<file path="src/rtl/uart_rom_loader.sv">
// Streams a length-prefixed Hack program from an 8N1 UART into program ROM over the rom_loader_* handshake.
// Optional trailing XOR checksum byte is enabled by defining UART_ROM_LOADER_CHECKSUM_EN.
module uart_rom_loader #(
    parameter int CLK_HZ     = 25125000,
    parameter int BAUD       = 115200,
    parameter int DATA_WIDTH = 16,
    parameter int MAX_WORDS  = 32768
) (
    input  logic                  clk,
    input  logic                  reset,
    input  logic                  rx,
    input  logic                  run,
    output logic                  done_loading,
    output logic                  error,
    output logic [15:0]           words_loaded,
    output logic                  rom_loader_reset,
    output logic                  rom_loader_load,
    output logic [DATA_WIDTH-1:0] rom_loader_data,
    input  logic                  rom_loader_ack,
    input  logic                  rom_loader_load_received
);
    localparam int CLKS_PER_BIT = (CLK_HZ + BAUD / 2) / BAUD;
    localparam int CNT_W        = $clog2(CLKS_PER_BIT + 1);
    localparam logic [CNT_W-1:0] BIT_LAST  = CNT_W'(CLKS_PER_BIT - 1);
    localparam logic [CNT_W-1:0] HALF_LAST = CNT_W'(CLKS_PER_BIT / 2 - 1);
    localparam logic [16:0]      MAX_LEN   = 17'(MAX_WORDS);

    typedef enum logic [1:0] {R_IDLE, R_START, R_DATA, R_STOP} rx_state_t;

    typedef enum logic [3:0] {
        S_IDLE, S_RST, S_LEN_HI, S_LEN_LO, S_W_HI, S_W_LO, S_LOAD, S_WAIT_ACK,
`ifdef UART_ROM_LOADER_CHECKSUM_EN
        S_CHK,
`endif
        S_DONE, S_ERROR
    } state_t;

    logic             rx_meta, rx_sync, rx_prev;
    rx_state_t        rx_state;
    logic [CNT_W-1:0] rx_cnt;
    logic [2:0]       rx_bit;
    logic [7:0]       rx_shift, rx_byte;
    logic             byte_valid, consume, stop_tick, byte_ok, rx_err, err_active;

    state_t           state;
    logic [15:0]      len;
    logic [7:0]       hi;
`ifdef UART_ROM_LOADER_CHECKSUM_EN
    logic [7:0]       csum;
`endif

    // A completed byte is rejected (framing or overrun) when the stop bit is low
    // or the previous byte is still unclaimed in the holding register.
    assign stop_tick  = (rx_state == R_STOP) && (rx_cnt == BIT_LAST);
    assign byte_ok    = stop_tick && rx_sync && (!byte_valid || consume);
    assign rx_err     = stop_tick && !byte_ok;
    assign consume    = byte_valid && !(state inside {S_RST, S_LOAD, S_WAIT_ACK});
    assign err_active = rx_err && !(state inside {S_IDLE, S_DONE, S_ERROR});

    always_ff @(posedge clk) begin
        if (reset) begin
            rx_meta    <= 1'b1;
            rx_sync    <= 1'b1;
            rx_prev    <= 1'b1;
            rx_state   <= R_IDLE;
            rx_cnt     <= '0;
            rx_bit     <= '0;
            rx_shift   <= '0;
            rx_byte    <= '0;
            byte_valid <= 1'b0;
        end else begin
            rx_meta <= rx;
            rx_sync <= rx_meta;
            rx_prev <= rx_sync;
            if (byte_ok) begin
                byte_valid <= 1'b1;
                rx_byte    <= rx_shift;
            end else if (consume) begin
                byte_valid <= 1'b0;
            end
            rx_cnt <= rx_cnt + 1'b1;
            case (rx_state)
                R_IDLE: begin
                    rx_cnt <= '0;
                    if (rx_prev && !rx_sync) rx_state <= R_START;
                end
                R_START: if (rx_cnt == HALF_LAST) begin
                    rx_cnt   <= '0;
                    rx_bit   <= '0;
                    rx_state <= rx_sync ? R_IDLE : R_DATA;
                end
                R_DATA: if (rx_cnt == BIT_LAST) begin
                    rx_cnt   <= '0;
                    rx_shift <= {rx_sync, rx_shift[7:1]};
                    rx_bit   <= rx_bit + 1'b1;
                    if (rx_bit == 3'd7) rx_state <= R_STOP;
                end
                R_STOP: if (rx_cnt == BIT_LAST) begin
                    rx_cnt   <= '0;
                    rx_state <= R_IDLE;
                end
                default: rx_state <= R_IDLE;
            endcase
        end
    end

    always_ff @(posedge clk) begin
        if (reset) begin
            state            <= S_IDLE;
            done_loading     <= 1'b0;
            error            <= 1'b0;
            words_loaded     <= '0;
            rom_loader_reset <= 1'b0;
            rom_loader_load  <= 1'b0;
            rom_loader_data  <= '0;
            len              <= '0;
            hi               <= '0;
`ifdef UART_ROM_LOADER_CHECKSUM_EN
            csum             <= '0;
`endif
        end else if (err_active) begin
            state            <= S_ERROR;
            error            <= 1'b1;
            rom_loader_load  <= 1'b0;
            rom_loader_reset <= 1'b0;
        end else begin
            case (state)
                S_IDLE: if (run) begin
                    state            <= S_RST;
                    rom_loader_reset <= 1'b1;
                end
                S_RST: begin
                    rom_loader_reset <= 1'b0;
                    words_loaded     <= '0;
`ifdef UART_ROM_LOADER_CHECKSUM_EN
                    csum             <= '0;
`endif
                    state            <= S_LEN_HI;
                end
                S_LEN_HI: if (byte_valid) begin
                    len[15:8] <= rx_byte;
                    state     <= S_LEN_LO;
                end
                S_LEN_LO: if (byte_valid) begin
                    len[7:0] <= rx_byte;
                    if ({len[15:8], rx_byte} == 16'd0) begin
                        state        <= S_DONE;
                        done_loading <= 1'b1;
                    end else if ({1'b0, len[15:8], rx_byte} > MAX_LEN) begin
                        state <= S_ERROR;
                        error <= 1'b1;
                    end else begin
                        state <= S_W_HI;
                    end
                end
                S_W_HI: if (byte_valid) begin
                    hi    <= rx_byte;
`ifdef UART_ROM_LOADER_CHECKSUM_EN
                    csum  <= csum ^ rx_byte;
`endif
                    state <= S_W_LO;
                end
                S_W_LO: if (byte_valid) begin
                    rom_loader_data <= {hi, rx_byte};
                    rom_loader_load <= 1'b1;
`ifdef UART_ROM_LOADER_CHECKSUM_EN
                    csum            <= csum ^ rx_byte;
`endif
                    state           <= S_LOAD;
                end
                S_LOAD: if (rom_loader_load_received) begin
                    rom_loader_load <= 1'b0;
                    state           <= S_WAIT_ACK;
                end
                S_WAIT_ACK: if (rom_loader_ack) begin
                    if (words_loaded != 16'hFFFF) words_loaded <= words_loaded + 1'b1;
                    if ({1'b0, words_loaded} + 17'd1 == {1'b0, len}) begin
`ifdef UART_ROM_LOADER_CHECKSUM_EN
                        state <= S_CHK;
`else
                        state        <= S_DONE;
                        done_loading <= 1'b1;
`endif
                    end else begin
                        state <= S_W_HI;
                    end
                end
`ifdef UART_ROM_LOADER_CHECKSUM_EN
                S_CHK: if (byte_valid) begin
                    if (rx_byte == csum) begin
                        state        <= S_DONE;
                        done_loading <= 1'b1;
                    end else begin
                        state <= S_ERROR;
                        error <= 1'b1;
                    end
                end
`endif
                S_DONE: if (!run) begin
                    state        <= S_IDLE;
                    done_loading <= 1'b0;
                end
                S_ERROR: state <= S_ERROR;
                default: state <= S_IDLE;
            endcase
        end
    end
endmodule

</file>
<file path="config.mk">
export PLATFORM = sky130hd
export DESIGN_NAME = uart_rom_loader
export DESIGN_NICKNAME = d
export VERILOG_FILES = /design/src/rtl/uart_rom_loader.sv
export SDC_FILE = /design/constraint.sdc
export NUM_CORES = 1
export LEC_CHECK = 0
export CORE_MARGIN = 1
export CORE_UTILIZATION = 36
export DETAILED_ROUTE_END_ITERATION = 7
export PLACE_DENSITY_LB_ADDON = 0.3
export SYNTH_ARGS = -nofsm -noshare
export SYNTH_HDL_FRONTEND = slang
export SYNTH_SLANG_ARGS = --single-unit
export TNS_END_PERCENT = 30
</file>
<file path="constraint.sdc">
create_clock -name clk -period 5.7 [get_ports clk]
set_input_delay 1.14 -clock clk [delete_from_list [all_inputs] [get_ports clk]]
set_output_delay 1.14 -clock clk [all_outputs]
set_load 0.05 [all_outputs]
</file>
After elaboration in Yosys (flattened, before gate mapping). Cells that the tools add are included.

Output and inout port bits: 36. Input bits: 6. Flip-flop bits (word level): 97.

Order comparisons: 1. Bitwise operators: 1. Equal/unequal tests: 42. Reductions and logical operators: 43. Multiplexer cells: 47. $add $sub $neg: 4.

Operator list (count): 4-bit two-way mux (12); 4-bit one-hot mux with 10 select lines (1); 16-bit two-way mux (2); 16-bit one-hot mux with 2 select lines (1); 2-bit != test, second input constant (14); 3-bit != test, second input constant (8); 8-bit one-hot mux with 3 select lines (1); 3-bit AND reduction (6); 16-bit by 1-bit adder with 17-bit output, second input constant (1); 17-bit by 16-bit equality test with 1-bit output (1); 16-bit by 1-bit adder with 16-bit output, second input constant (1); 4-bit by 3-bit equality test with 1-bit output, second input constant (4); 16-bit greater-than comparator, second input constant (1); 16-bit logical NOT (1); 8-bit two-way mux (2); 16-bit != test, second input constant (1); 8-bit AND reduction (2); 2-bit nonzero test (8); 1-bit two-way mux (15); 2-bit two-way mux (6); 3-bit nonzero test (3); 8-bit by 1-bit adder with 8-bit output, second input constant (1); 4-bit by 2-bit equality test with 1-bit output, second input constant (2); 4-bit equality test, second input constant (2); other kinds (24) (42).

Depth between registers and ports, before layout.
Depth after elaboration: 11. Gate-level depth with buffers: 11. Gate-level depth less buffers: 9.

Least setup slack after synthesis. No wires, ideal clock.

Path type: reg2reg. Start: register words_loaded[1]. End: register done_loading. Setup slack: 3210 ps. Arrival time: 2430 ps. Path buffers: 1. Stages on the path, launching flop included: 10. Library setup time: 60 ps. Cell sequence: dfxtp_1 ha_1 nand2_1 or4_4 buf_6 nor2_8 xnor2_1 nand3_2 a211oi_2 o32a_1.

Cells in the longest elaborated chain, start to end: 4.

Ends and longest elaborated chain: start, declared (RTL line 15) `output logic [15:0] words_loaded,`; start signal, assigned (RTL line 176) `if (words_loaded != 16'hFFFF) words_loaded <= words_loaded + 1'b1;`; 16-bit by 1-bit adder with 17-bit output (RTL line 177) `if ({1'b0, words_loaded} + 17'd1 == {1'b0, len}) begin`; 17-bit by 16-bit equality test with 1-bit output (RTL line 177); 2-bit by 1-bit != test with 1-bit output (no source line); 7-bit AND reduction (no source line); end signal, assigned (RTL line 148) `done_loading <= 1'b1;`; end signal, assigned (RTL line 182) `done_loading <= 1'b1;`; end signal, assigned (RTL line 201) `done_loading <= 1'b0;`; end, declared (RTL line 13) `output logic done_loading,`.

No other way between the ends. A chain may end at the register's enable or synchronous reset.

Worst setup path in the final report.
Start: register words_loaded[2]. End: output words_loaded[2].

No word-level cell between the ends.

==> results_dict.tcl <==
set metrics [dict create \
    placement_rows 41 \
    status "completed" \
    finalHoldViolCount 0 \
    yosys_most_used_dff "dfxtp_1" \
    synth_edf_count 0 \
    cp-end-kind "primary output" \
    critPathSlowestCell "clkdlybuf4s50_1" \
    area_growth_pct 16.45 \
    holdBufCountCts 0 \
    critPathArrivalTime_ps 1790 \
    ir_drop_mv 0.1460 \
    globalplace.congestion 0.8987 \
    netlist_area_um2 4746 \
    drive_gt1_frac 0.06849 \
    async_flop_share 0 \
    yosysTopAreaCellShare 0.4092 \
    initial_core_util 0.3730 \
    antenna_cells 0 \
    critical-path-max-stage-delay_ps 880 \
    cp_max_fo 11 \
    grt_pass1_vias 3752 \
    power_density_nw_per_um2 285.7 \
    cts.sink_count 97 \
    firstDrtPassIters 6 \
    fin_area_um2 5527 \
    grt_overflow 0 \
    grt_pass1_wl_um 18130 \
    mostFrequentLayoutCell "dfxtp_1" \
    cts-htree-levels 3 \
    relSlewSlack 0.5642 \
    antenna_left 0 \
    hpwlAfterDp_um 7460 \
    wl_um 10880 \
    dp_cells 740 \
    dieArea_um2 13650 \
    antenna_found_initial 0 \
    synth_area_leaders "dfxtp_1 41%, mux2i_1 9.3%, nor2_1 6.3%" \
    fin_skew_ps 7.216 \
    ys.warnings.count 0 \
    grt_max_degree 67 \
    synthCells 560 \
    path_cells "clkdlybuf4s50_1" \
    crit_family "buffers and inverters" \
    cts-root-buf "clkbuf_16" \
    place_area_um2 5221 \
    drc 0 \
    required_ps 4560 \
    post-route-min-period_ps 2926 \
    coreArea_um2 12720 \
    maxCapViolCount 0 \
    rsz0062_at_grt "no" \
    post_cts_buffers 0 \
    worst_slack_ps 2774 \
    syn_avg_cell_area_um2 8.475 \
    synth_seq_cells 97 \
    finalSetupTns_ps 0 \
    ios 42 \
    leakage_nw 2.192 \
    io_buffer_count 41 \
    instances_no_fill 756 \
    numCtsBuffers 9 \
    die_h_um 116.8 \
    synth_cell_types 61 \
    ys_seq_area_frac 0.4092 \
    layout_common_cells "97 x dfxtp_1, 80 x nor2_1, 59 x nand2_1, 44 x mux2i_1" \
    clkLatencyLatePin_ps 350 \
    cts_tree "built" \
    crit_buf_inv 1 \
    place_ws_ps 2563 \
    drtIter0Drc 254 \
    die_width_um 116.8 \
    slew_violations 0 \
    wl_per_cell_um 14.39 \
    syn_nets 572 \
    ctsResizeCount 0 \
    worstMarginPinSlew_ps 653.7 \
    start_kind "register" \
    vias_per_cell 5.218 \
    holdCritPathClass "register to register" \
    vias 3945 \
    layout.nets 591 \
    fmax_mhz 341.7 \
    setup_viol 0 \
    min_period_over_period 0.5134 \
    synth_top_area_cell "dfxtp_1" \
    clk_path_buf_depth 2 \
    clk_transition_reported_paths_ps 70 \
    crit_type "register to primary output" \
    gr-usage-all-layers 0.1699 \
]
path summary, 6_finish.rpt:
| kind | from | end | slack, ps | depth (start not counted) |
|---|---|---|---|---|
| worst max-delay path | words_loaded[2] | words_loaded[2] | 2770 | 1 |
| worst min-delay path | rx_meta | rx_sync | 410 | 1 |
| worst max register to register | state[1] | len[12] | 3050 | 8 |
| worst min register to register | rx_meta | rx_sync | 410 | 1 |
cell families after synthesis:
kind of cell / after synthesis / synth area share
AND/OR/NAND/NOR: 251 / 0.2718
flip-flops: 97 / 0.4092
XOR/XNOR: 27 / 0.04983
AO/OA/AOI/OAI: 93 / 0.1213
adder cells (fa/ha/maj): 6 / 0.01582
multiplexers: 44 / 0.09280
buffers and inverters: 42 / 0.03928
Yosys cell counts, drive strengths merged, types with 5 or more instances:
master / n
a21oi: 40
a31oi: 7
and2: 5
and3: 5
buf: 17
clkbuf: 18
dfxtp: 97
ha: 6
inv: 7
mux2i: 44
nand2: 59
nand2b: 5
nand3: 25
nand4: 10
nand4b: 5
nor2: 82
nor2b: 8
nor3: 15
nor3b: 9
nor4: 6
o21ai: 20
or2: 8
xnor2: 17
xor2: 10
report_power, final:
| group | switching, mW | internal (mW) |
|---|---|---|
| Clock | 0.273 | 0.356 |
| Sequential | 0.0426 | 0.692 |
| Combinational | 0.137 | 0.0788 |
| Total | 0.452 | 1.13 |
routing by layer:
metal	routed length [µm]	part of all wire	track usage	vias to the layer above
met5	0	0	0	-
li1	-	-	-	1991
met4	220	0.020	0.07932	0
met3	458	0.042	0.03656	19
met2	5032	0.46	0.2769	93
met1	5167	0.47	0.2148	1842
cell type report:
cell class,count,area (µm²)
Fill cell,1273,7196
Multi-Input combinational cell,421,2618
Sequential cell,97,1942
Timing Repair Buffer,43,420.4
Clock buffer,11,242.7
Tap cell,172,215.2
Clock inverter,5,62.56
Inverter,7,26.28
through the flow:
step | util | hold WS (ps) | power, mW
3_5_place_dp | 0.4104 | 395.2 | 0.9600
3_3_place_gp | 0.4104 | 394.9 | 0.9597
2_1_floorplan | - | 389.5 | 0.9100
4_1_cts | 0.4344 | 411.4 | 1.586
5_1_grt | 0.4344 | 418.5 | 1.647
6_report | 0.4344 | 408.6 | 1.579
state kept, by name (all words and copies together) (netlist names), 3 cells and up, named ones only:
signal           cells
len                 16
rom_loader_data     16
rx_bit               3
words_loaded        16
rx_cnt               8
state                4
rx_byte              8
rx_shift             8
hi                   8
Power figures use the tool's default switching activity.
